File: src/rtl/io_map_pkg.sv
// Address map constants for the Hack memory-mapped I/O window.
// Shared by the bus controller and any future I/O decoders.
package io_map_pkg;

  localparam logic [14:0] IO_BASE_DEFAULT = 15'h6000;
  localparam int          WINDOW_WORDS    = 8;

  typedef enum logic [2:0] {
    OFF_LED   = 3'd0,
    OFF_DIR   = 3'd1,
    OFF_OUT   = 3'd2,
    OFF_IN    = 3'd3,
    OFF_EDGE  = 3'd4,
    OFF_TIMER = 3'd5,
    OFF_RSV6  = 3'd6,
    OFF_RSV7  = 3'd7
  } ioOffset_t;

  // Offsets 6 and 7 are holes in the map: they read 0 and ignore writes.
  function automatic logic isMappedOffset(input ioOffset_t off);
    return (off <= OFF_TIMER);
  endfunction

endpackage

File: src/rtl/io_bus_ctrl_if.sv
// CPU-side data bus between the Hack CPU and the I/O controller.
// The CPU is the master; the I/O controller is the slave.
interface io_bus_ctrl_if;

  logic [14:0] addrIn;
  logic [15:0] dataIn;
  logic        writeEn;
  logic        readEn;
  logic        ioSel;
  logic [15:0] dataOut;

  modport master (
    output addrIn, dataIn, writeEn, readEn,
    input  ioSel, dataOut
  );

  modport slave (
    input  addrIn, dataIn, writeEn, readEn,
    output ioSel, dataOut
  );

endinterface

File: src/rtl/sync_edge_det.sv
// Two-flop synchroniser with a history flop for rising-edge detection
// on an asynchronous input pin.
module sync_edge_det (
  input  logic CLK,
  input  logic RST,
  input  logic asyncIn,
  output logic syncOut,
  output logic rise
);

  logic metaFlop;
  logic prevSync;

  // History flop also resets to 0, so a pin held high through reset
  // still yields one rise once the synchroniser fills.
  always_ff @(posedge CLK) begin
    if (RST) begin
      metaFlop <= 1'b0;
      syncOut  <= 1'b0;
      prevSync <= 1'b0;
    end else begin
      metaFlop <= asyncIn;
      syncOut  <= metaFlop;
      prevSync <= syncOut;
    end
  end

  assign rise = syncOut & ~prevSync;

endmodule

File: src/rtl/io_bus_ctrl.sv
// Memory-mapped I/O front end between the Hack CPU bus and ioports:
// register decode, load pulses, GPIO edge capture and a millisecond timer.
module io_bus_ctrl
  import io_map_pkg::*;
#(
  parameter logic [14:0] IO_BASE = IO_BASE_DEFAULT,
  parameter int          CLK_HZ  = 16000000,
  parameter int          TICK_HZ = 1000
) (
  input  logic         CLK,
  input  logic         RST,
  io_bus_ctrl_if.slave bus,
  output logic         ioData,
  output logic         ledLoad,
  output logic         gpioDir,
  output logic         gpioLoad,
  input  logic         gpioIn
);

  localparam int PRESCALE_DIV = CLK_HZ / TICK_HZ;
  localparam int PW           = $clog2(PRESCALE_DIV);
  localparam logic [PW-1:0] PRESCALE_MAX = PW'(PRESCALE_DIV - 1);

  logic          hit;
  ioOffset_t     offset;
  logic          mapped;
  logic          wrHit;
  logic          rdHit;
  logic [15:0]   readValue;

  logic          ledReg;
  logic          dirReg;
  logic          outReg;
  logic          edgeFlag;
  logic [15:0]   timer;
  logic [PW-1:0] prescaler;

  logic          pinSync;
  logic          pinRise;

  // The window is 8-word aligned, so the low address bits are the offset.
  assign hit    = (bus.addrIn[14:3] == IO_BASE[14:3]);
  assign offset = ioOffset_t'(bus.addrIn[2:0]);
  assign mapped = hit && isMappedOffset(offset);
  assign wrHit  = bus.writeEn && hit;
  assign rdHit  = bus.readEn && hit;

  sync_edge_det pinSyncInst (
    .CLK     (CLK),
    .RST     (RST),
    .asyncIn (gpioIn),
    .syncOut (pinSync),
    .rise    (pinRise)
  );

  always_comb begin
    readValue = '0;
    if (hit) begin
      case (offset)
        OFF_LED:   readValue = {15'b0, ledReg};
        OFF_DIR:   readValue = {15'b0, dirReg};
        OFF_OUT:   readValue = {15'b0, outReg};
        OFF_IN:    readValue = {15'b0, pinSync};
        OFF_EDGE:  readValue = {15'b0, edgeFlag};
        OFF_TIMER: readValue = timer;
        default:   readValue = '0;
      endcase
    end
  end

  // Read data is sampled from current register values, so a read and a
  // write to the same register in one cycle returns the pre-write value.
  always_ff @(posedge CLK) begin
    if (RST) begin
      bus.ioSel   <= 1'b0;
      bus.dataOut <= '0;
      ioData      <= 1'b0;
      ledLoad     <= 1'b0;
      gpioDir     <= 1'b0;
      gpioLoad    <= 1'b0;
      ledReg      <= 1'b0;
      dirReg      <= 1'b0;
      outReg      <= 1'b0;
      edgeFlag    <= 1'b0;
      timer       <= '0;
      prescaler   <= '0;
    end else begin
      ledLoad   <= 1'b0;
      gpioDir   <= 1'b0;
      gpioLoad  <= 1'b0;
      bus.ioSel <= mapped;

      if (bus.readEn) begin
        bus.dataOut <= readValue;
      end

      if (wrHit) begin
        case (offset)
          OFF_LED: begin
            ledReg  <= bus.dataIn[0];
            ioData  <= bus.dataIn[0];
            ledLoad <= 1'b1;
          end
          OFF_DIR: begin
            dirReg  <= bus.dataIn[0];
            ioData  <= bus.dataIn[0];
            gpioDir <= 1'b1;
          end
          OFF_OUT: begin
            outReg   <= bus.dataIn[0];
            ioData   <= bus.dataIn[0];
            gpioLoad <= 1'b1;
          end
          default: ;
        endcase
      end

      // A new edge outranks the clearing read so no event is lost.
      if (pinRise) begin
        edgeFlag <= 1'b1;
      end else if (rdHit && offset == OFF_EDGE) begin
        edgeFlag <= 1'b0;
      end

      // A CPU load of the timer outranks the tick and restarts the millisecond.
      if (wrHit && offset == OFF_TIMER) begin
        timer     <= bus.dataIn;
        prescaler <= '0;
      end else if (prescaler == PRESCALE_MAX) begin
        prescaler <= '0;
        timer     <= timer + 16'd1;
      end else begin
        prescaler <= prescaler + PW'(1);
      end
    end
  end

endmodule

File: src/flat_wrapper.sv
// flat-port wrapper written by rule: the top's interface ports become plain ports
module io_bus_ctrl_flat import io_map_pkg::*;
#(
  parameter logic [14:0] IO_BASE = IO_BASE_DEFAULT,
  parameter int          CLK_HZ  = 16000000,
  parameter int          TICK_HZ = 1000
)
  (CLK, RST, ioData, ledLoad, gpioDir, gpioLoad, gpioIn, bus_addrIn, bus_dataIn, bus_writeEn, bus_readEn, bus_ioSel, bus_dataOut);
  io_bus_ctrl_if bus_i ();
  input  logic CLK;
  input  logic RST;
  output logic ioData;
  output logic ledLoad;
  output logic gpioDir;
  output logic gpioLoad;
  input  logic gpioIn;
  input wire logic [$bits(bus_i.addrIn)-1:0] bus_addrIn;
  input wire logic [$bits(bus_i.dataIn)-1:0] bus_dataIn;
  input wire logic [$bits(bus_i.writeEn)-1:0] bus_writeEn;
  input wire logic [$bits(bus_i.readEn)-1:0] bus_readEn;
  output wire logic [$bits(bus_i.ioSel)-1:0] bus_ioSel;
  output wire logic [$bits(bus_i.dataOut)-1:0] bus_dataOut;
  assign bus_i.addrIn = bus_addrIn;
  assign bus_i.dataIn = bus_dataIn;
  assign bus_i.writeEn = bus_writeEn;
  assign bus_i.readEn = bus_readEn;
  assign bus_ioSel = bus_i.ioSel;
  assign bus_dataOut = bus_i.dataOut;
  io_bus_ctrl #(.IO_BASE(IO_BASE), .CLK_HZ(CLK_HZ), .TICK_HZ(TICK_HZ)) u_core (.CLK(CLK), .RST(RST), .bus(bus_i), .ioData(ioData), .ledLoad(ledLoad), .gpioDir(gpioDir), .gpioLoad(gpioLoad), .gpioIn(gpioIn));
endmodule
File: config.mk
export PLATFORM = sky130hd
export DESIGN_NAME = io_bus_ctrl_flat
export DESIGN_NICKNAME = d
export VERILOG_FILES = /design/src/rtl/io_map_pkg.sv /design/src/rtl/io_bus_ctrl_if.sv /design/src/rtl/sync_edge_det.sv /design/src/rtl/io_bus_ctrl.sv /design/src/flat_wrapper.sv
export SDC_FILE = /design/constraint.sdc
export NUM_CORES = 1
export LEC_CHECK = 0
export ABC_AREA = 1
export BUFFER_PORTS_ARGS = -buffer_cell sky130_fd_sc_hd__buf_2
export CAP_MARGIN = 20
export CELL_PAD_IN_SITES_DETAIL_PLACEMENT = 1
export CELL_PAD_IN_SITES_GLOBAL_PLACEMENT = 1
export CORE_MARGIN = 2
export CORE_UTILIZATION = 37
export CTS_CLUSTER_DIAMETER = 100
export DETAILED_ROUTE_END_ITERATION = 10
export GPL_TIMING_DRIVEN = 0
export PLACE_DENSITY = 0.79
export RECOVER_POWER = 25
export SETUP_SLACK_MARGIN = 0.02
export SLEW_MARGIN = 5
export SYNTH_ARGS = -nofsm -noshare
export SYNTH_HDL_FRONTEND = slang
export SYNTH_SLANG_ARGS = --single-unit
File: constraint.sdc
create_clock -name CLK -period 1.7 [get_ports CLK]
set_input_delay 0 -clock CLK [delete_from_list [all_inputs] [get_ports CLK]]
set_output_delay 0 -clock CLK [all_outputs]
set_load 0.01 [all_outputs]
==> results.json, run 1 <==
{
  "status": "complete, no violations",
  "maxCapViolations": 0,
  "ant_nets": 0,
  "cts_num_sinks": 58,
  "grt_pass1_vias": 3359,
  "grt_max_degree": 11,
  "syn_nets": 489,
  "peakVddDrop_mv": 0.334,
  "synth_enable_flop_cells": 0,
  "finish.utilization_pct": 49.1,
  "r2r_end": "u_core.prescaler[12]$_SDFF_PP0_",
  "setup_viol": 0,
  "nFillCells": 1067,
  "diodes": 0,
  "gp_congestion": 0.807,
  "r2r_start": "u_core.prescaler[0]$_SDFF_PP0_",
  "synth-xor-area-share_pct": 4.40,
  "cts_buffers": 9,
  "max_freq_ghz": 0.634,
  "hold_class": "input port to register",
  "drv_slew": 0,
  "hold_viol": 0,
  "synth-simple-area-share_pct": 40.3,
  "finalNetCount": 574,
  "r2r_slack_ps": 120,
  "antenna_found_initial": 0,
  "synth_warnings": 0,
  "rsz0062_at_grt": "true",
  "drive_gt1_share_pct": 16.1,
  "synth_ff_type": "dfxtp_1",
  "ys_seq_area_share_pct": 38.9,
  "leakagePower_nw": 1.60,
  "grtUsageTotal_pct": 22.5,
  "min-delay-start": "bus_dataIn[5]",
  "tightest_slew_ps": 576,
  "fp.coreArea_um2": 7770,
  "drt_iter0_drc": 152,
  "dieWidth_um": 93.8,
  "synth_top_area_share_pct": 38.9,
  "path_max_fanout": 4,
  "slew_headroom_pct": 61.6,
  "grt_overflow_total": 0,
  "synthAdderAreaFrac_pct": 0.838,
  "multiInputGateArea_um2": 1580,
  "final_area_um2": 3810,
  "synth_seq_cells": 58,
  "crit_start": "u_core.prescaler[0]$_SDFF_PP0_",
  "routed_wl_um": 9180,
  "synth_top_family_by_area": "simple AND/OR/NAND/NOR gates",
  "fp.dieH_um": 93.8,
  "postSynthCellCount": 451,
  "yosysMostFrequentCell": "nand2_1",
  "clock_path_buffers": 2,
  "hold_ws_ps": 10.3,
  "power_frac_comb_pct": 6.3,
  "area_delta_synth_final_pct": 27.7,
  "clock_latency_ps": 350,
  "clk_pin_slew_worst_paths_ps": 70,
  "via_per_inst": 4.91,
  "dr.pass1.iters": 4,
  "period_share_pct": 92.7,
  "drc_errors": 0,
  "fin_crit_ps": 1580,
  "num_rows": 32,
  "num_vias": 3153,
  "synth-compound-area-share_pct": 6.16,
  "arrival_ps": 1810,
  "synthMuxAreaShare_pct": 0,
  "start_util_pct": 38.4,
  "cts_tree": "yes",
  "post_dp_cell_area_um2": 3380,
  "syn_area_per_cell_um2": 6.62,
  "end_kind": "register",
  "cp.required_ps": 1940,
  "clkPwrFrac_pct": 46.7,
  "startpoint_type": "register",
  "ioPinCount": 57,
  "htreeDepth": 3,
  "holdPathEnd": "u_core.timer[5]$_SDFFE_PP0P_",
  "synth_area_leaders": "dfxtp_1 (39%), nand2_1 (16%), nor2_1 (8.9%), nand3_1 (8.0%), inv_1 (6.3%)",
  "die_area_um2": 8800,
  "layout_top_registers": "u_core.bus.dataOut (16), u_core.timer (16), u_core.prescaler (14)",
  "synth_cell_type_count": 31,
  "yosys-top-cells-count": "nand2_1 (126), nor2_1 (71), dfxtp_1 (58)",
  "switchingPower_uw": 684,
  "swShare_pct": 23.4,
  "grt_pass1_wl_um": 15400,
  "worstHoldPathCells": 5,
  "place_hpwl_um": 6620,
  "seqPwrFrac_pct": 47.0,
  "cts_root_buf": "clkbuf_8",
  "detail_route.wl_per_cell_um": 14.3,
  "synthArstFlopShare_pct": 0,
  "p_per_area_nw_per_um2": 768,
  "synth_area_um2": 2990,
  "cellInternalPower_mw": 2.24,
  "port_buffers": 54,
  "finClkSkew_ps": 8.35,
  "seq_area_um2": 1160,
  "ff2ff_path_depth": 6,
  "critPathKind": "register to register",
  "synth_top_cell_by_area": "dfxtp_1"
}
-- worst max-delay path by stage --
stage                                           end
floorplan              u_core.timer[6]$_SDFFE_PP0P_
global placement    u_core.prescaler[13]$_SDFF_PP0_
detailed placement   u_core.prescaler[2]$_SDFF_PP0_
CTS                    u_core.timer[6]$_SDFFE_PP0P_
global route        u_core.prescaler[12]$_SDFF_PP0_
finish              u_core.prescaler[12]$_SDFF_PP0_
-- critical path, cell delays in order (launching register included) --
cell     delay (ps)
dfxtp_1         350
ha_2            210
nand3_2         130
nor3b_2         320
nand2_1         160
o21ai_0         190
a21oi_1          90
-- stage by stage --
step                TNS, ps  worst slack (ps)  total power, mW  cells
detailed placement        0              19.7             1.55    607
global route          -14.0             -14.0             3.02    642
floorplan                 0               261             1.48    451
global placement          0              40.2             1.55    607
CTS                       0              5.62             2.93    641
finish                    0               124             2.93    642
-- final cells by class --
type,instances,share of cell area (%)
plain buffers,14,2.33
clock buffers,13,4.43
clock inverters,2,0.919
inverters,54,5.32
multi-input cells,325,41.4
flip-flops and latches,58,30.5
well taps,102,3.35
repair buffers,74,11.8
-- per-layer routing --
metal | vias to the layer above | GRT usage (%) | wire, um
met5 | - | 0 | 0
met4 | 0 | 10.3 | 200
met3 | 21 | 3.77 | 352
met2 | 54 | 39.8 | 4370
met1 | 1487 | 26.5 | 4260
li1 | 1591 | - | -
-- power groups by stage --
stage / Combinational (mW) / Clock [mW] / Sequential, mW
after floorplan: 0.0773 / 0 / 1.40
after global placement: 0.142 / 0 / 1.40
after detailed placement: 0.147 / 0 / 1.41
after CTS: 0.183 / 1.38 / 1.37
after global routing: 0.207 / 1.43 / 1.38
final: 0.185 / 1.37 / 1.37
-- kinds of logic (layout without fill, tap and decap cells) --
group                      count (synthesis)  count (layout)
adders and majority gates                  2               2
buffers and inverters                     68             157
AOI/OAI and AO/OA                         35              35
and+or+nand+nor                          273             273
DFF                                       58              58
xor gates and xnor gates                  15              15
-- what timing repair did --
| item | 4_1_cts | 5_1_grt |
|---|---|---|
| buffers inserted | 0 | 1 |
| hold endpoints to repair | 22 | 0 |
| resized for setup | 3 | 13 |
| hold buffers | 19 | 0 |
| endpoints found under the setup margin | 11 | 25 |
| pin swaps | 0 | 0 |
| cloned | 0 | 0 |
-- placed cells by master, fill, tap and decap left out, drive strengths merged --
cell type and count:
xor2 12, o21ai 8, bufinv 1, nand2 129, and2b 1, ha 2, nor4 2, nand3 49
nor2 74, a21oi 26, nand4 10, dlygate4sd3 19, buf 48, dfxtp 58, clkbuf 34, a31oi 1
inv 53, nor3 7, nor3b 1, clkinv 2, xnor2 3
(Power assumes the default switching activity.)
==> run 2, diff against run 1 <==
--- a/constraint.sdc
+++ b/constraint.sdc
@@ -3,2 +3,2 @@
 set_output_delay 0 -clock CLK [all_outputs]
-set_load 0.01 [all_outputs]
+set_load 0.1 [all_outputs]
==> results.json, run 2 (synthesized netlist as in run 1, its figures left out) <==
{
  "grt_use_met2_pct": 39.8,
  "clk_pin_slew_worst_paths_ps": 70,
  "tns_ps": 0,
  "antenna_found_initial": 0,
  "fp.coreArea_um2": 7770,
  "grt_pass1_vias": 3359,
  "post_dp_cell_area_um2": 3380,
  "gr-usage-met3_pct": 3.77,
  "cts_root_buf": "clkbuf_8",
  "slew_headroom_pct": 62.9,
  "finClkSkew_ps": 8.26,
  "cts_buffers": 9,
  "end_kind": "register",
  "final_cell_mix": "nand2_1 (126), nor2_1 (68), dfxtp_1 (58), inv_1 (47), nand3_1 (47)",
  "die_area_um2": 8800,
  "clock_path_buffers": 2,
  "grt_pass1_wl_um": 15400,
  "r2r_slack_ps": 110,
  "maxCapViolations": 0,
  "dieWidth_um": 93.8,
  "fin_crit_ps": 1590,
  "setup_viol": 0,
  "grt.busiest_layer": "met2",
  "num_vias": 3150,
  "cts_num_sinks": 58,
  "place_hpwl_um": 6620,
  "r2r_start": "u_core.prescaler[0]$_SDFF_PP0_",
  "drive_gt1_share_pct": 18.5,
  "ff2ff_path_depth": 9,
  "gp_congestion": 0.807,
  "p_total_mw": 2.92,
  "hold_class": "input port to register",
  "r2r_end": "u_core.timer[6]$_SDFFE_PP0P_",
  "crit_start": "u_core.prescaler[0]$_SDFF_PP0_",
  "routed_wl_um": 9150,
  "place_ws_ps": 19.7,
  "drv_slew": 0,
  "dr.pass1.iters": 4,
  "finalNetCount": 574,
  "period_share_pct": 93.7,
  "status": "complete, no violations",
  "hold_viol": 0,
  "grtUsageTotal_pct": 22.5,
  "arrival_ps": 1830,
  "detail_route.wl_per_cell_um": 14.2,
  "rsz0062_at_grt": "true",
  "final_common_cell": "nand2_1",
  "layout_top_registers": "u_core.bus.dataOut (16), u_core.timer (16), u_core.prescaler (14)",
  "htreeDepth": 3,
  "critPathKind": "register to register",
  "cts_tree": "yes",
  "p_per_area_nw_per_um2": 763,
  "leakagePower_nw": 1.65,
  "drt_iter0_drc": 147,
  "startpoint_type": "register",
  "via_per_inst": 4.91,
  "clock_latency_ps": 350,
  "cp.required_ps": 1940,
  "max_freq_ghz": 0.628,
  "area_delta_synth_final_pct": 28.1,
  "met1_usage_pct": 26.5,
  "port_buffers": 54,
  "drc_errors": 0,
  "finish.utilization_pct": 49.2,
  "crit_path_end": "u_core.timer[6]$_SDFFE_PP0P_",
  "final_area_um2": 3820,
  "start_util_pct": 38.4,
  "grt_overflow_total": 0,
  "fp.dieH_um": 93.8,
  "diodes": 0,
  "tightest_slew_ps": 557,
  "ant_nets": 0,
  "peakVddDrop_mv": 0.334,
  "grt_max_degree": 11,
  "fin_ws_ps": 107,
  "path_max_fanout": 10,
  "ioPinCount": 57,
  "num_rows": 32
}
[run 2: cell types whose count changed in the layout (fill, tap and decap cells not counted), sizes merged]
cell,delta
buf,+3
clkbuf,-3
[run 2: per-stage QoR]
stage / hold WS, ps / instances
floorplan: 107 / 451
global placement: 202 / 607
detailed placement: 222 / 607
CTS: 7.40 / 641
global route: 44.5 / 642
finish: 12.2 / 642
[run 2: power breakdown]
part / total [mW] / internal [mW] / switching, mW
Clock: 1.36 / 0.788 / 0.570
Sequential: 1.37 / 1.37 / 0.00632
Combinational: 0.184 / 0.0850 / 0.0988
Total: 2.92 / 2.24 / 0.675
[run 2: area by class of cell]
cell class / instances / area [um2]
well taps: 102 / 128
inverters: 54 / 203
flip-flops and latches: 58 / 1160
plain buffers: 14 / 88.8
fillers: 1068 / 3940
clock buffers: 13 / 169
multi-input cells: 325 / 1570
repair buffers: 74 / 467
clock inverters: 2 / 35.0
[run 2: critical path: stages, from the launching register on]
cell     delay (ps)
dfxtp_1         350
ha_2            210
nand3_2         130
nor3_2          120
nand2_1         110
buf_4           200
o21ai_1         170
nand2_1          80
inv_1            70
nor2_1           40
[run 2: layer usage]
layer | vias up | part of all wire, %
li1 | 1593 | -
met2 | 62 | 47
met3 | 19 | 3.8
met4 | 0 | 2.4
met1 | 1476 | 47
met5 | - | 0
[run 2: worst min path at each step]
stage                  start                                      to  slack [ps]  cells after the start
6_report       bus_dataIn[5]            u_core.timer[5]$_SDFFE_PP0P_          10                      5
5_1_grt        bus_addrIn[0]               u_core.gpioDir$_SDFF_PP0_          40                      3
3_5_place_dp          gpioIn  u_core.pinSyncInst.metaFlop$_SDFF_PP0_         220                      3
3_3_place_gp          gpioIn  u_core.pinSyncInst.metaFlop$_SDFF_PP0_         200                      3
2_1_floorplan         gpioIn  u_core.pinSyncInst.metaFlop$_SDFF_PP0_         110                      2
4_1_cts        bus_dataIn[5]            u_core.timer[5]$_SDFFE_PP0P_           7                      5
[run 2: repair_timing]
action | 4_1_cts | 5_1_grt
hold endpoints to repair | 22 | 0
buffers inserted | 0 | 1
hold buffers | 19 | 0
gates resized for setup | 3 | 13
endpoints found under the setup margin | 11 | 25
